[src/rtl/dm_access_unit_if.sv]
// Pipeline-to-data-memory access bundle: MEM-stage request/response plus the
// word-wide data memory port. The unit takes the slave side.
interface dm_access_unit_if #(
  parameter int DM_ADDR_W = 10
);
  logic                 req_valid;
  logic                 req_ready;
  logic                 req_we;
  logic [1:0]           req_size;
  logic                 req_sign;
  logic [31:0]          req_addr;
  logic [31:0]          req_wdata;
  logic                 rsp_valid;
  logic [31:0]          rsp_rdata;
  logic                 rsp_err;
  logic                 dm_read;
  logic                 dm_write;
  logic [DM_ADDR_W-1:0] dm_addr;
  logic [31:0]          dm_wdata;
  logic [31:0]          dm_rdata;

  modport master (
    output req_valid, req_we, req_size, req_sign, req_addr, req_wdata, dm_rdata,
    input  req_ready, rsp_valid, rsp_rdata, rsp_err,
           dm_read, dm_write, dm_addr, dm_wdata
  );

  modport slave (
    input  req_valid, req_we, req_size, req_sign, req_addr, req_wdata, dm_rdata,
    output req_ready, rsp_valid, rsp_rdata, rsp_err,
           dm_read, dm_write, dm_addr, dm_wdata
  );
endinterface

[src/rtl/dm_access_unit.sv]
// Byte/halfword/word load-store unit in front of a word-wide data memory; sub-word stores use RMW.
// Latency: err 1, word store 2, load 3, sub-word store 4 cycles; one access in flight, ready only in IDLE.
module dm_access_unit #(
  parameter int DM_ADDR_W = 10,
  parameter int DM_DEPTH  = 1024
) (
  input logic           clk,
  input logic           rst,
  dm_access_unit_if.slave bus
);

  localparam logic [31:0] DEPTH_LIM = 32'(DM_DEPTH);

  typedef enum logic [2:0] {IDLE, READ, RWAIT, WRITE, RESP} state_t;

  state_t               state;
  logic                 we_q;
  logic                 sign_q;
  logic [1:0]           size_q;
  logic [DM_ADDR_W+1:0] addr_q;
  logic [15:0]          wdata_q;
  logic                 req_err;
  logic                 req_rmw;

  // Select the addressed lane(s), right-align and extend.
  function automatic logic [31:0] lane_extract(input logic [31:0] w, input logic [1:0] ofs,
                                               input logic [1:0] sz, input logic sg);
    logic [7:0]  b;
    logic [15:0] h;
    b = w[{ofs, 3'b000} +: 8];
    h = w[{ofs[1], 4'b0000} +: 16];
    case (sz)
      2'b00:   lane_extract = {{24{sg & b[7]}}, b};
      2'b01:   lane_extract = {{16{sg & h[15]}}, h};
      default: lane_extract = w;
    endcase
  endfunction

  function automatic logic [31:0] lane_merge(input logic [31:0] w, input logic [1:0] ofs,
                                             input logic half, input logic [15:0] d);
    logic [31:0] m;
    logic [31:0] v;
    if (half) begin
      m = 32'h0000_FFFF << {ofs[1], 4'b0000};
      v = {16'h0000, d} << {ofs[1], 4'b0000};
    end else begin
      m = 32'h0000_00FF << {ofs, 3'b000};
      v = {24'h00_0000, d[7:0]} << {ofs, 3'b000};
    end
    lane_merge = (w & ~m) | v;
  endfunction

  // Rejection is decided on the live request so the error path never touches memory.
  always_comb begin
    req_err = 1'b0;
    case (bus.req_size)
      2'b00:   req_err = 1'b0;
      2'b01:   req_err = bus.req_addr[0];
      2'b10:   req_err = (bus.req_addr[1:0] != 2'b00);
      default: req_err = 1'b1;
    endcase
    if ({2'b00, bus.req_addr[31:2]} >= DEPTH_LIM) begin
      req_err = 1'b1;
    end
    req_rmw = bus.req_we && (bus.req_size != 2'b10);
  end

  always_ff @(posedge clk) begin
    if (rst) begin
      state         <= IDLE;
      we_q          <= 1'b0;
      sign_q        <= 1'b0;
      size_q        <= 2'b00;
      addr_q        <= '0;
      wdata_q       <= '0;
      bus.req_ready <= 1'b1;
      bus.rsp_valid <= 1'b0;
      bus.rsp_rdata <= '0;
      bus.rsp_err   <= 1'b0;
      bus.dm_read   <= 1'b0;
      bus.dm_write  <= 1'b0;
      bus.dm_addr   <= '0;
      bus.dm_wdata  <= '0;
    end else begin
      bus.req_ready <= 1'b0;
      bus.rsp_valid <= 1'b0;
      bus.rsp_rdata <= '0;
      bus.rsp_err   <= 1'b0;
      bus.dm_read   <= 1'b0;
      bus.dm_write  <= 1'b0;
      bus.dm_addr   <= '0;
      bus.dm_wdata  <= '0;
      case (state)
        IDLE: begin
          if (bus.req_valid && bus.req_ready) begin
            we_q    <= bus.req_we;
            sign_q  <= bus.req_sign;
            size_q  <= bus.req_size;
            addr_q  <= bus.req_addr[DM_ADDR_W+1:0];
            wdata_q <= bus.req_wdata[15:0];
            if (req_err) begin
              state         <= RESP;
              bus.rsp_valid <= 1'b1;
              bus.rsp_err   <= 1'b1;
            end else if (!bus.req_we || req_rmw) begin
              state       <= READ;
              bus.dm_read <= 1'b1;
              bus.dm_addr <= bus.req_addr[DM_ADDR_W+1:2];
            end else begin
              state        <= WRITE;
              bus.dm_write <= 1'b1;
              bus.dm_addr  <= bus.req_addr[DM_ADDR_W+1:2];
              bus.dm_wdata <= bus.req_wdata;
            end
          end else begin
            bus.req_ready <= 1'b1;
          end
        end
        READ: begin
          state <= RWAIT;
        end
        RWAIT: begin
          // Memory data is valid now; either merge for the write-back or return it.
          if (we_q) begin
            state        <= WRITE;
            bus.dm_write <= 1'b1;
            bus.dm_addr  <= addr_q[DM_ADDR_W+1:2];
            bus.dm_wdata <= lane_merge(bus.dm_rdata, addr_q[1:0], size_q[0], wdata_q);
          end else begin
            state         <= RESP;
            bus.rsp_valid <= 1'b1;
            bus.rsp_rdata <= lane_extract(bus.dm_rdata, addr_q[1:0], size_q, sign_q);
          end
        end
        WRITE: begin
          state         <= RESP;
          bus.rsp_valid <= 1'b1;
        end
        RESP: begin
          state         <= IDLE;
          bus.req_ready <= 1'b1;
        end
        default: begin
          state         <= IDLE;
          bus.req_ready <= 1'b1;
        end
      endcase
    end
  end

endmodule

[src/flat_wrapper.sv]
// flat-port wrapper written by rule: the top's interface ports become plain ports
module dm_access_unit_flat 
#(
  parameter int DM_ADDR_W = 10,
  parameter int DM_DEPTH  = 1024
)
  (clk, rst, bus_req_valid, bus_req_we, bus_req_size, bus_req_sign, bus_req_addr, bus_req_wdata, bus_dm_rdata, bus_req_ready, bus_rsp_valid, bus_rsp_rdata, bus_rsp_err, bus_dm_read, bus_dm_write, bus_dm_addr, bus_dm_wdata);
  dm_access_unit_if #(.DM_ADDR_W(DM_ADDR_W)) bus_i ();
  input logic clk;
  input logic rst;
  input wire logic [$bits(bus_i.req_valid)-1:0] bus_req_valid;
  input wire logic [$bits(bus_i.req_we)-1:0] bus_req_we;
  input wire logic [$bits(bus_i.req_size)-1:0] bus_req_size;
  input wire logic [$bits(bus_i.req_sign)-1:0] bus_req_sign;
  input wire logic [$bits(bus_i.req_addr)-1:0] bus_req_addr;
  input wire logic [$bits(bus_i.req_wdata)-1:0] bus_req_wdata;
  input wire logic [$bits(bus_i.dm_rdata)-1:0] bus_dm_rdata;
  output wire logic [$bits(bus_i.req_ready)-1:0] bus_req_ready;
  output wire logic [$bits(bus_i.rsp_valid)-1:0] bus_rsp_valid;
  output wire logic [$bits(bus_i.rsp_rdata)-1:0] bus_rsp_rdata;
  output wire logic [$bits(bus_i.rsp_err)-1:0] bus_rsp_err;
  output wire logic [$bits(bus_i.dm_read)-1:0] bus_dm_read;
  output wire logic [$bits(bus_i.dm_write)-1:0] bus_dm_write;
  output wire logic [$bits(bus_i.dm_addr)-1:0] bus_dm_addr;
  output wire logic [$bits(bus_i.dm_wdata)-1:0] bus_dm_wdata;
  assign bus_i.req_valid = bus_req_valid;
  assign bus_i.req_we = bus_req_we;
  assign bus_i.req_size = bus_req_size;
  assign bus_i.req_sign = bus_req_sign;
  assign bus_i.req_addr = bus_req_addr;
  assign bus_i.req_wdata = bus_req_wdata;
  assign bus_i.dm_rdata = bus_dm_rdata;
  assign bus_req_ready = bus_i.req_ready;
  assign bus_rsp_valid = bus_i.rsp_valid;
  assign bus_rsp_rdata = bus_i.rsp_rdata;
  assign bus_rsp_err = bus_i.rsp_err;
  assign bus_dm_read = bus_i.dm_read;
  assign bus_dm_write = bus_i.dm_write;
  assign bus_dm_addr = bus_i.dm_addr;
  assign bus_dm_wdata = bus_i.dm_wdata;
  dm_access_unit #(.DM_ADDR_W(DM_ADDR_W), .DM_DEPTH(DM_DEPTH)) u_core (.clk(clk), .rst(rst), .bus(bus_i));
endmodule
[config.mk]
export PLATFORM = sky130hd
export DESIGN_NAME = dm_access_unit_flat
export DESIGN_NICKNAME = d
export VERILOG_FILES = /design/src/rtl/dm_access_unit_if.sv /design/src/rtl/dm_access_unit.sv /design/src/flat_wrapper.sv
export SDC_FILE = /design/constraint.sdc
export NUM_CORES = 1
export LEC_CHECK = 0
export ABC_AREA = 1
export BUFFER_PORTS_ARGS = -buffer_cell sky130_fd_sc_hd__buf_2
export CAP_MARGIN = 20
export CORE_MARGIN = 1
export CORE_UTILIZATION = 50
export CTS_CLUSTER_DIAMETER = 40
export CTS_CLUSTER_SIZE = 25
export DETAILED_ROUTE_END_ITERATION = 10
export GPL_TIMING_DRIVEN = 0
export MAX_ROUTING_LAYER = met4
export PLACE_DENSITY = 0.8
export REMOVE_ABC_BUFFERS = 1
export SLEW_MARGIN = 20
export SYNTH_ARGS = -nofsm -noshare
export SYNTH_HDL_FRONTEND = slang
export SYNTH_SLANG_ARGS = --single-unit
export TNS_END_PERCENT = 10
[constraint.sdc]
create_clock -name clk -period 1.5 [get_ports clk]
set_input_delay 0.3 -clock clk [delete_from_list [all_inputs] [get_ports clk]]
set_output_delay 0.3 -clock clk [all_outputs]
set_load 0.1 [all_outputs]
==> results.yml, run 1 <==
layout:
  drive_gt1_share_pct: 31.1
  layout_common_cells: "163 x nand2_1, 107 x dfxtp_1, 101 x buf_2"
  syn_to_final_growth_pct: 40.3
  finalInstanceArea_sq_mm: 0.00720
  nets: 989
  layout_commonest_cell: "nand2_1"
  diodes: 0
detailed_routing:
  via_count: 5985
  ant_nets: 0
  drc: 0
  routed_wirelength_mm: 18.3
  viasPerCell: 5.81
  drtIter0Drc: 580
  firstDrtPassIters: 7
  wl_per_cell_um: 17.7
setup_path:
  worst_setup_path_end_kind: "register"
  max_stage_delay_ps: 410
  critPathMaxFanout: 15
  worstPathRequired_ps: 1950
  slowest_stage: "dfxtp_4"
  crit_family: "compound AO/OA/AOI/OAI gates"
  crit_type: "register to register"
  path_buf_inv: 1
  critPathLaunchType: "register"
  worstPathCellList: "o211ai_1 > buf_4 > nand4_4 > a21oi_1"
  crit_arrival_ps: 1990
clock_tree:
  cts_tree: "built"
  cts_root_buf: "clkbuf_8"
  clk_latency_ps: 530
  cts_buffers: 17
  clkSinkCount: 114
  cts_buffer_depth: 2
  htreeDepth: 4
  clk_pin_slew_worst_paths_ps: 60
sta:
  min_period_ps: 1540
  report.final.slew_viol_count: 0
  relSlewSlack_pct: 40.3
  fmax_mhz: 650
  hold_viol: 0
  period_share_pct: 103
  finalSetupTns_ps: -226
  tightest_slew_ps: 895
  setup_ws_ps: -38.8
  finClkSkew_ps: 10.3
  rsz0062_at_grt: "yes"
  finalSetupViolCount: 9
  whs_ps: 24.7
global_routing:
  grt_antenna_before_repair: 0
  grt_pass1_vias: 5338
  grt_pass1_wl_mm: 27.1
  gr-total-overflow: 0
  grt_max_degree: 82
  grt.total_usage_pct: 34.9
floorplan:
  die_y_um: 103
  fp.dieArea_sq_mm: 0.0107
  core_area_sq_mm: 0.00986
  rows: 36
  ios: 182
  start_util_pct: 52.0
  die_w_um: 103
hold_path:
  hold_path_class: "input port to register"
placed_design:
  place_ws_ps: -1470
  place_congestion: 0.865
  placed_cell_area_sq_mm: 0.00596
  dpl.hpwl_mm: 10.5
  numPortBuffers: 181
synth:
  seq_area_frac_synth_pct: 44.5
  syn_inst: 704
  synth_top_area_share_pct: 44.5
  netlist_area_sq_mm: 0.00513
  yosysWarnings: 0
  synth.largest_area_cell: "dfxtp_1"
  ys_seq_elements: 114
  avgSynthCellArea_sq_um: 7.29
  yosys-top-cells-area: "dfxtp_1 44%, nand2_1 12%, a21oi_1 8.5%, inv_1 4.8%, nand3_1 4.8%"
  yosysUniqueCellTypes: 31
power:
  power.density_mw_per_mm2: 1090
  leakage_nw: 3.20
  finalPower_mw: 7.88
  irDropWorstVdd_mv: 0.773
run_status:
  violations: "negative setup slack"
  status: "complete, but fails checks"
job:
  max_cap_violations: 0
flip-flops by register name, indices dropped and copies added (netlist names), 2 cells and up:
register,count
u_core.wdata_q,16
u_core.state,3
u_core.addr_q,12
u_core.size_q,2
u_core.bus.dm_wdata,32
u_core.bus.dm_addr,10
u_core.bus.rsp_rdata,32
cells in the mapped netlist:
master / instances
nand2_1: 166
dfxtp_1: 114
a21oi_1: 87
inv_1: 66
nand3_1: 49
nand4_1: 32
o21ai_0: 32
nor2_1: 23
buf_2: 21
clkbuf_1: 15
o21ai_1: 14
nor3_1: 13
buf_4: 12
o22ai_1: 11
a31oi_1: 8
o211ai_1: 6
a211oi_1: 5
inv_2: 5
nor2_4: 5
o221ai_1: 4
buf_6: 3
nand3_2: 3
nor2_2: 2
nand2_2: 1
nand4_2: 1
nor3_2: 1
nor3_4: 1
nor4_1: 1
o31ai_1: 1
o32a_1: 1
or2_1: 1
metal layers:
layer  part of all wire, %  vias up  global-route usage, %
met4                   4.1        0                   15.1
met5                     0        -                      -
met3                   9.2       84                   6.85
met2                    48      434                   56.2
met1                    38     2716                   42.7
li1                      -     2751                      -
cells by family after synthesis:
kind of cell	Yosys count	share of synthesized area, %
flops	114	44.5
buf+inv	122	10.8
compound gates	169	17.9
simple gates	299	26.8
stage by stage:
stage | utilization (%) | cells
floorplan | - | 653
global placement | 60.0 | 967
detailed placement | 60.4 | 968
CTS | 70.5 | 1016
global route | 73.0 | 1030
finish | 73.0 | 1030
report_power, final:
part | total [mW] | internal (mW) | switching, mW
sequential | 3.21 | 3.10 | 0.111
combinational | 1.10 | 0.370 | 0.727
clock | 3.57 | 2.22 | 1.35
total | 7.88 | 5.69 | 2.19
final timing paths:
kind	start	end	slack (ps)	cells past startpoint
setup reg to reg	u_core.addr_q[1]	u_core.bus.rsp_rdata[14]	-40	4
hold reg to reg	u_core.addr_q[4]	u_core.bus.dm_addr[2]	460	2
setup / recovery	u_core.addr_q[1]	u_core.bus.rsp_rdata[14]	-40	4
hold / removal	bus_req_addr[10]	u_core.addr_q[10]	20	3
final cells by class:
type | instances | area (sq um)
fillers | 749 | 2670
multi-input cells | 476 | 2530
flip-flops and latches | 114 | 2300
repair buffers | 204 | 1360
clock buffers | 25 | 494
inverters | 71 | 297
well taps | 133 | 166
clock inverters | 5 | 27.5
repair inverters | 2 | 18.8
what timing repair did:
action | 4_1_cts | 5_1_grt
cloned | 7 | 3
setup endpoints to repair | 192 | 112
setup buffers | 11 | 10
resized for setup | 115 | 22
pin swaps | 8 | 10
hold buffers | 0 | 0
worst reg2reg max path: cells and delay by family (launching register included):
| family | cells | cell delay, ps |
|---|---|---|
| flops | 1 | 410 |
| compound gates | 2 | 640 |
| buf+inv | 1 | 210 |
| simple gates | 1 | 200 |
Note: power is estimated with default switching activity, not from simulation.
==> run 2, diff against run 1 <==
Settings changed: ABC_AREA 1 to default, CORE_UTILIZATION 50 to 49.
==> results.yml, run 2 <==
run_status:
  status: "complete, but fails checks"
  violations: "design-rule violations, negative setup slack"
layout:
  postLayoutCoreUtil_pct: 76.7
  layout_common_cells: "106 x dfxtp_1, 102 x buf_2, 90 x nand2_1"
  finalInstanceArea_sq_mm: 0.00706
  syn_to_final_growth_pct: 52.0
  drive_gt1_share_pct: 39.9
  nets: 814
  layout_commonest_cell: "dfxtp_1"
  fin_cells: 835
  diodes: 0
  top_regs: "u_core.bus.dm_wdata: 32 flops, u_core.bus.rsp_rdata: 32 flops, u_core.wdata_q: 16 flops"
synth:
  synth_top_area_share_pct: 49.2
  netlist_area_sq_mm: 0.00464
  seq_area_frac_synth_pct: 49.2
  synth_top_family_by_area: "compound AO/OA/AOI/OAI gates"
  synth_commonest_cells: "114 x dfxtp_1, 93 x nand2_1, 55 x a21oi_1, 33 x o22ai_1, 25 x clkbuf_1"
  synthAdderAreaFrac_pct: 0
  synth_compound_area_share_pct: 26.5
  synth_edf_count: 0
  synth_xor_area_share_pct: 0
  muxShareOfSynthArea_pct: 5.85
  synth-simple-area-share_pct: 14.0
  ys_seq_elements: 114
  yosys-top-cells-area: "dfxtp_1 49%, nand2_1 7.5%, a21oi_1 5.9%, o22ai_1 4.4%, mux2i_1 3.7%"
  avgSynthCellArea_sq_um: 9.23
  yosysWarnings: 0
  synth.most_common_cell: "dfxtp_1"
  syn_inst: 503
  ys.flop_type: "dfxtp_1"
  async_flop_share_pct: 0
  synth.largest_area_cell: "dfxtp_1"
  yosysUniqueCellTypes: 44
floorplan:
  die_w_um: 99.3
  fp.dieArea_sq_mm: 0.00987
  ios: 182
  start_util_pct: 50.5
  die_y_um: 99.3
  rows: 35
  core_area_sq_mm: 0.00920
placed_design:
  placed_cell_area_sq_mm: 0.00556
  dpl.cell_count: 762
  place_ws_ps: -1580
  place_congestion: 0.895
  dpl.hpwl_mm: 9.52
  numPortBuffers: 181
sta:
  setup_ws_ps: -264
  finalSetupViolCount: 102
  report.final.slew_viol_count: 0
  finClkSkew_ps: 10.5
  rsz0062_at_grt: "yes"
  min_period_ps: 1760
  period_share_pct: 118
  finalSetupTns_ps: -13600
  hold_viol: 0
  relSlewSlack_pct: 53.8
  tightest_slew_ps: 694
  fmax_mhz: 567
  whs_ps: 10.7
clock_tree:
  clk_pin_slew_worst_paths_ps: 60
  htreeDepth: 4
  clk_latency_ps: 520
  cts_tree: "built"
  cts_buffer_depth: 2
  cts_buffers: 17
  cts_root_buf: "clkbuf_8"
  clkSinkCount: 114
setup_path:
  slowest_stage: "dfxtp_2"
  critPathLaunchType: "register"
  critPathMaxFanout: 32
  max_stage_delay_ps: 440
  worst_setup_path_end_kind: "register"
  crit_type: "register to register"
  path_buf_inv: 0
  worstPathCellList: "nor2b_2 > nand3_4 > a211oi_1 > a21o_1"
  worstPathRequired_ps: 1950
  crit_family: "simple AND/OR/NAND/NOR gates"
  crit_arrival_ps: 2220
global_routing:
  grt.total_usage_pct: 34.1
  grt_pass1_vias: 4989
  grt_max_degree: 34
  grt_pass1_wl_mm: 25.2
  gr-total-overflow: 0
  grt_antenna_before_repair: 0
job:
  max_cap_violations: 0
detailed_routing:
  route.met2.wl_mm: 7.91
  drc: 3
  highest-signal-layer: "met4"
  wl_met3_mm: 1.81
  routed_wirelength_mm: 16.6
  drtIter0Drc: 742
  ant_nets: 0
  wl_per_cell_um: 19.9
  viasPerCell: 6.14
  firstDrtPassIters: 11
  m1WireLength_mm: 6.09
  via_count: 5129
power:
  irDropWorstVdd_mv: 0.728
  leakage_nw: 3.18
  power.density_mw_per_mm2: 1170
  finalPower_mw: 8.23
hold_path:
  hold_path_class: "input port to register"
run 2: changes by cell type after synthesis, sizes merged, moves of 17 or more:
| cell | before | now |
|---|---|---|
| nand4 | 33 | 1 |
| a21o | 0 | 17 |
| a21oi | 87 | 55 |
| buf | 36 | 14 |
| inv | 71 | 2 |
| mux2i | 0 | 17 |
| o21ai | 46 | 5 |
| o22ai | 11 | 33 |
| nand2 | 167 | 93 |
| nand3 | 52 | 5 |
run 2: worst paths after layout:
path	start	endpoint	slack (ps)	cells past startpoint
worst min-delay path	bus_req_addr[2]	u_core.bus.dm_addr[0]	10	2
worst max register to register	u_core.state[1]	u_core.bus.dm_wdata[26]	-260	4
worst min register to register	u_core.addr_q[11]	u_core.addr_q[11]	460	2
worst max-delay path	u_core.state[1]	u_core.bus.dm_wdata[26]	-260	4
run 2: cell families after synthesis:
family          after synthesis
mux                          25
simple gates                143
flops                       114
buf+inv                      43
compound gates              178
run 2: layout make-up:
cell class	count	area, sq um
fillers	598	2140
multi-input cells	346	2330
flip-flops and latches	114	2300
clock buffers	20	455
well taps	111	139
inverters	4	28.8
clock inverters	12	156
repair buffers	228	1640
run 2: timing repair:
action	in CTS	in global routing
endpoints found under the setup margin	188	113
gates cloned	1	2
buffers inserted	11	1
endpoints found under the hold margin	26	0
hold buffers	26	0
pin swaps	36	16
resized for setup	126	22
run 2: layer usage:
| metal | track usage (%) | up-vias |
|---|---|---|
| met5 | - | - |
| met4 | 17.9 | 0 |
| met3 | 9.70 | 101 |
| met2 | 53.2 | 422 |
| met1 | 40.2 | 2330 |
| li1 | - | 2276 |
run 2: report_power, final:
| group | internal, mW | switching [mW] |
|---|---|---|
| clock network | 2.66 | 1.48 |
| registers | 3.09 | 0.100 |
| logic | 0.387 | 0.515 |
| total | 6.14 | 2.09 |
==> run 3, diff against run 2 <==
Settings changed: CAP_MARGIN 20 to 10, PLACE_DENSITY 0.8 to 0.91.
==> results.yml, run 3 (synthesized netlist as in run 2, its figures left out) <==
setup_path:
  r2r_start: "u_core.state[2]"
  max_stage_delay_ps: 510
  crit_type: "register to register"
  critPathMaxFanout: 6
  critPathLaunchType: "register"
  slowest_stage: "or4b_4"
  worst_setup_path_end_kind: "register"
  worstPathCellList: "nor2_4 > or4b_4 > nor4_4 > buf_6 > buf_8 > a21o_1"
  r2r_end: "u_core.bus.dm_wdata[26]"
  crit_family: "simple AND/OR/NAND/NOR gates"
  rrSetupSlack_ps: -210
  path_buf_inv: 2
  ff2ff_path_depth: 6
  crit_arrival_ps: 2150
  worstPathRequired_ps: 1950
global_routing:
  grt_antenna_before_repair: 0
  grt_pass1_vias: 4777
  grt.total_usage_pct: 32.4
  gr-total-overflow: 0
  grt_pass1_wl_mm: 24.1
  grt_max_degree: 34
layout:
  top_regs: "u_core.bus.dm_wdata: 32 flops, u_core.bus.rsp_rdata: 32 flops, u_core.wdata_q: 16 flops"
  syn_to_final_growth_pct: 49.5
  seqCellArea_sq_mm: 0.00231
  multiInputGateArea_sq_mm: 0.00239
  postLayoutCoreUtil_pct: 75.5
  fillers: 602
  finalInstanceArea_sq_mm: 0.00694
  nets: 799
  layout_commonest_cell: "dfxtp_1"
  drive_gt1_share_pct: 41.2
  layout_common_cells: "106 x dfxtp_1, 102 x buf_2, 89 x nand2_1"
sta:
  setup_ws_ps: -207
  min_period_ps: 1710
  report.final.slew_viol_count: 0
  tightest_slew_ps: 699
  period_share_pct: 114
  finalSetupTns_ps: -8840
  whs_ps: 12.5
  hold_viol: 0
  finClkSkew_ps: 8.75
  rsz0062_at_grt: "yes"
  finalSetupViolCount: 77
  fmax_mhz: 586
  relSlewSlack_pct: 53.4
clock_tree:
  cts_buffer_depth: 2
  cts_buffers: 17
  clkSinkCount: 114
  clk_latency_ps: 510
  cts_root_buf: "clkbuf_8"
  htreeDepth: 4
  cts_tree: "built"
  clk_pin_slew_worst_paths_ps: 60
hold_path:
  whs_path_depth: 2
  worstHoldStart: "bus_req_wdata[7]"
  hold_path_class: "input port to register"
  min_to: "u_core.bus.dm_wdata[7]"
run_status:
  violations: "negative setup slack"
  status: "complete, but fails checks"
job:
  max_cap_violations: 0
power:
  irDropWorstVdd_mv: 0.883
  power.density_mw_per_mm2: 1200
  leakage_nw: 3.14
floorplan:
  die_w_um: 99.3
  core_area_sq_mm: 0.00920
  die_y_um: 99.3
  ios: 182
  rows: 35
  fp.dieArea_sq_mm: 0.00987
  start_util_pct: 50.5
detailed_routing:
  via_count: 5149
  wl_per_cell_um: 20.4
  viasPerCell: 6.27
  ant_nets: 0
  firstDrtPassIters: 10
  drc: 0
  drtIter0Drc: 627
  routed_wirelength_mm: 16.7
placed_design:
  place_ws_ps: -1550
  dpl.hpwl_mm: 10.0
  place_congestion: 0.878
  placed_cell_area_sq_mm: 0.00556
  numPortBuffers: 181
[run 3: cell count changes in the layout (fill, tap and decap cells not counted), moves of 3 or more]
cell,before,now
buf_6,9,4
buf_4,85,88
a211oi_1,11,14
o2bb2ai_1,14,11
a211oi_2,5,2
dlygate4sd3_1,26,10
[run 3: how the worst max path moves through the flow]
stage	from	endpoint	slack, ps	depth (start not counted)
after floorplan	u_core.bus.req_ready	u_core.addr_q[0]	-2270	4
after global routing	u_core.bus.req_ready	u_core.bus.dm_wdata[3]	-240	6
after global placement	bus_req_valid	u_core.wdata_q[12]	-3160	5
final	u_core.state[2]	u_core.bus.dm_wdata[26]	-210	6
after detailed placement	u_core.addr_q[1]	u_core.bus.rsp_rdata[2]	-1550	4
after CTS	u_core.state[1]	u_core.sign_q	-310	3
[run 3: timing repair]
item | CTS | global route
resized for setup | 122 | 27
pin swaps | 15 | 19
hold endpoints to repair | 7 | 3
cloned | 0 | 3
hold buffers | 7 | 3
setup endpoints to repair | 188 | 108
setup buffers | 10 | 3
[run 3: per-stage QoR]
stage | std cells | power (mW)
after CTS | 811 | 8.17
after global placement | 756 | 3.91
after floorplan | 464 | 3.61
final | 821 | 8.30
after detailed placement | 762 | 3.94
after global routing | 820 | 8.50
[run 3: per-layer routing]
metal  GRT usage, %  vias to the layer above  wire length, um
met1           38.3                     2410             6080
li1               -                     2253                -
met5              -                        -                0
met2           53.1                      379             8010
met3           6.39                      107             1730
met4           15.2                        0              903
[run 3: where the power goes]
part	switching, mW	internal [mW]
clock network	1.45	2.78
registers	0.104	3.09
logic	0.514	0.364
total	2.07	6.23
[run 3: worst reg2reg max path, delay by kind of cell, from the launching register on]
family | cells | cell delay (ps)
simple gates | 3 | 810
flops | 1 | 360
buf+inv | 2 | 330
compound gates | 1 | 150
[run 3: area by class of cell]
type	instances	share of cell area [%]
flip-flops and latches	114	33.3
repair buffers	211	20.8
diodes	1	0.0361
well taps	111	2.00
inverters	4	0.361
clock buffers	19	6.36
multi-input cells	348	34.5
clock inverters	13	2.65
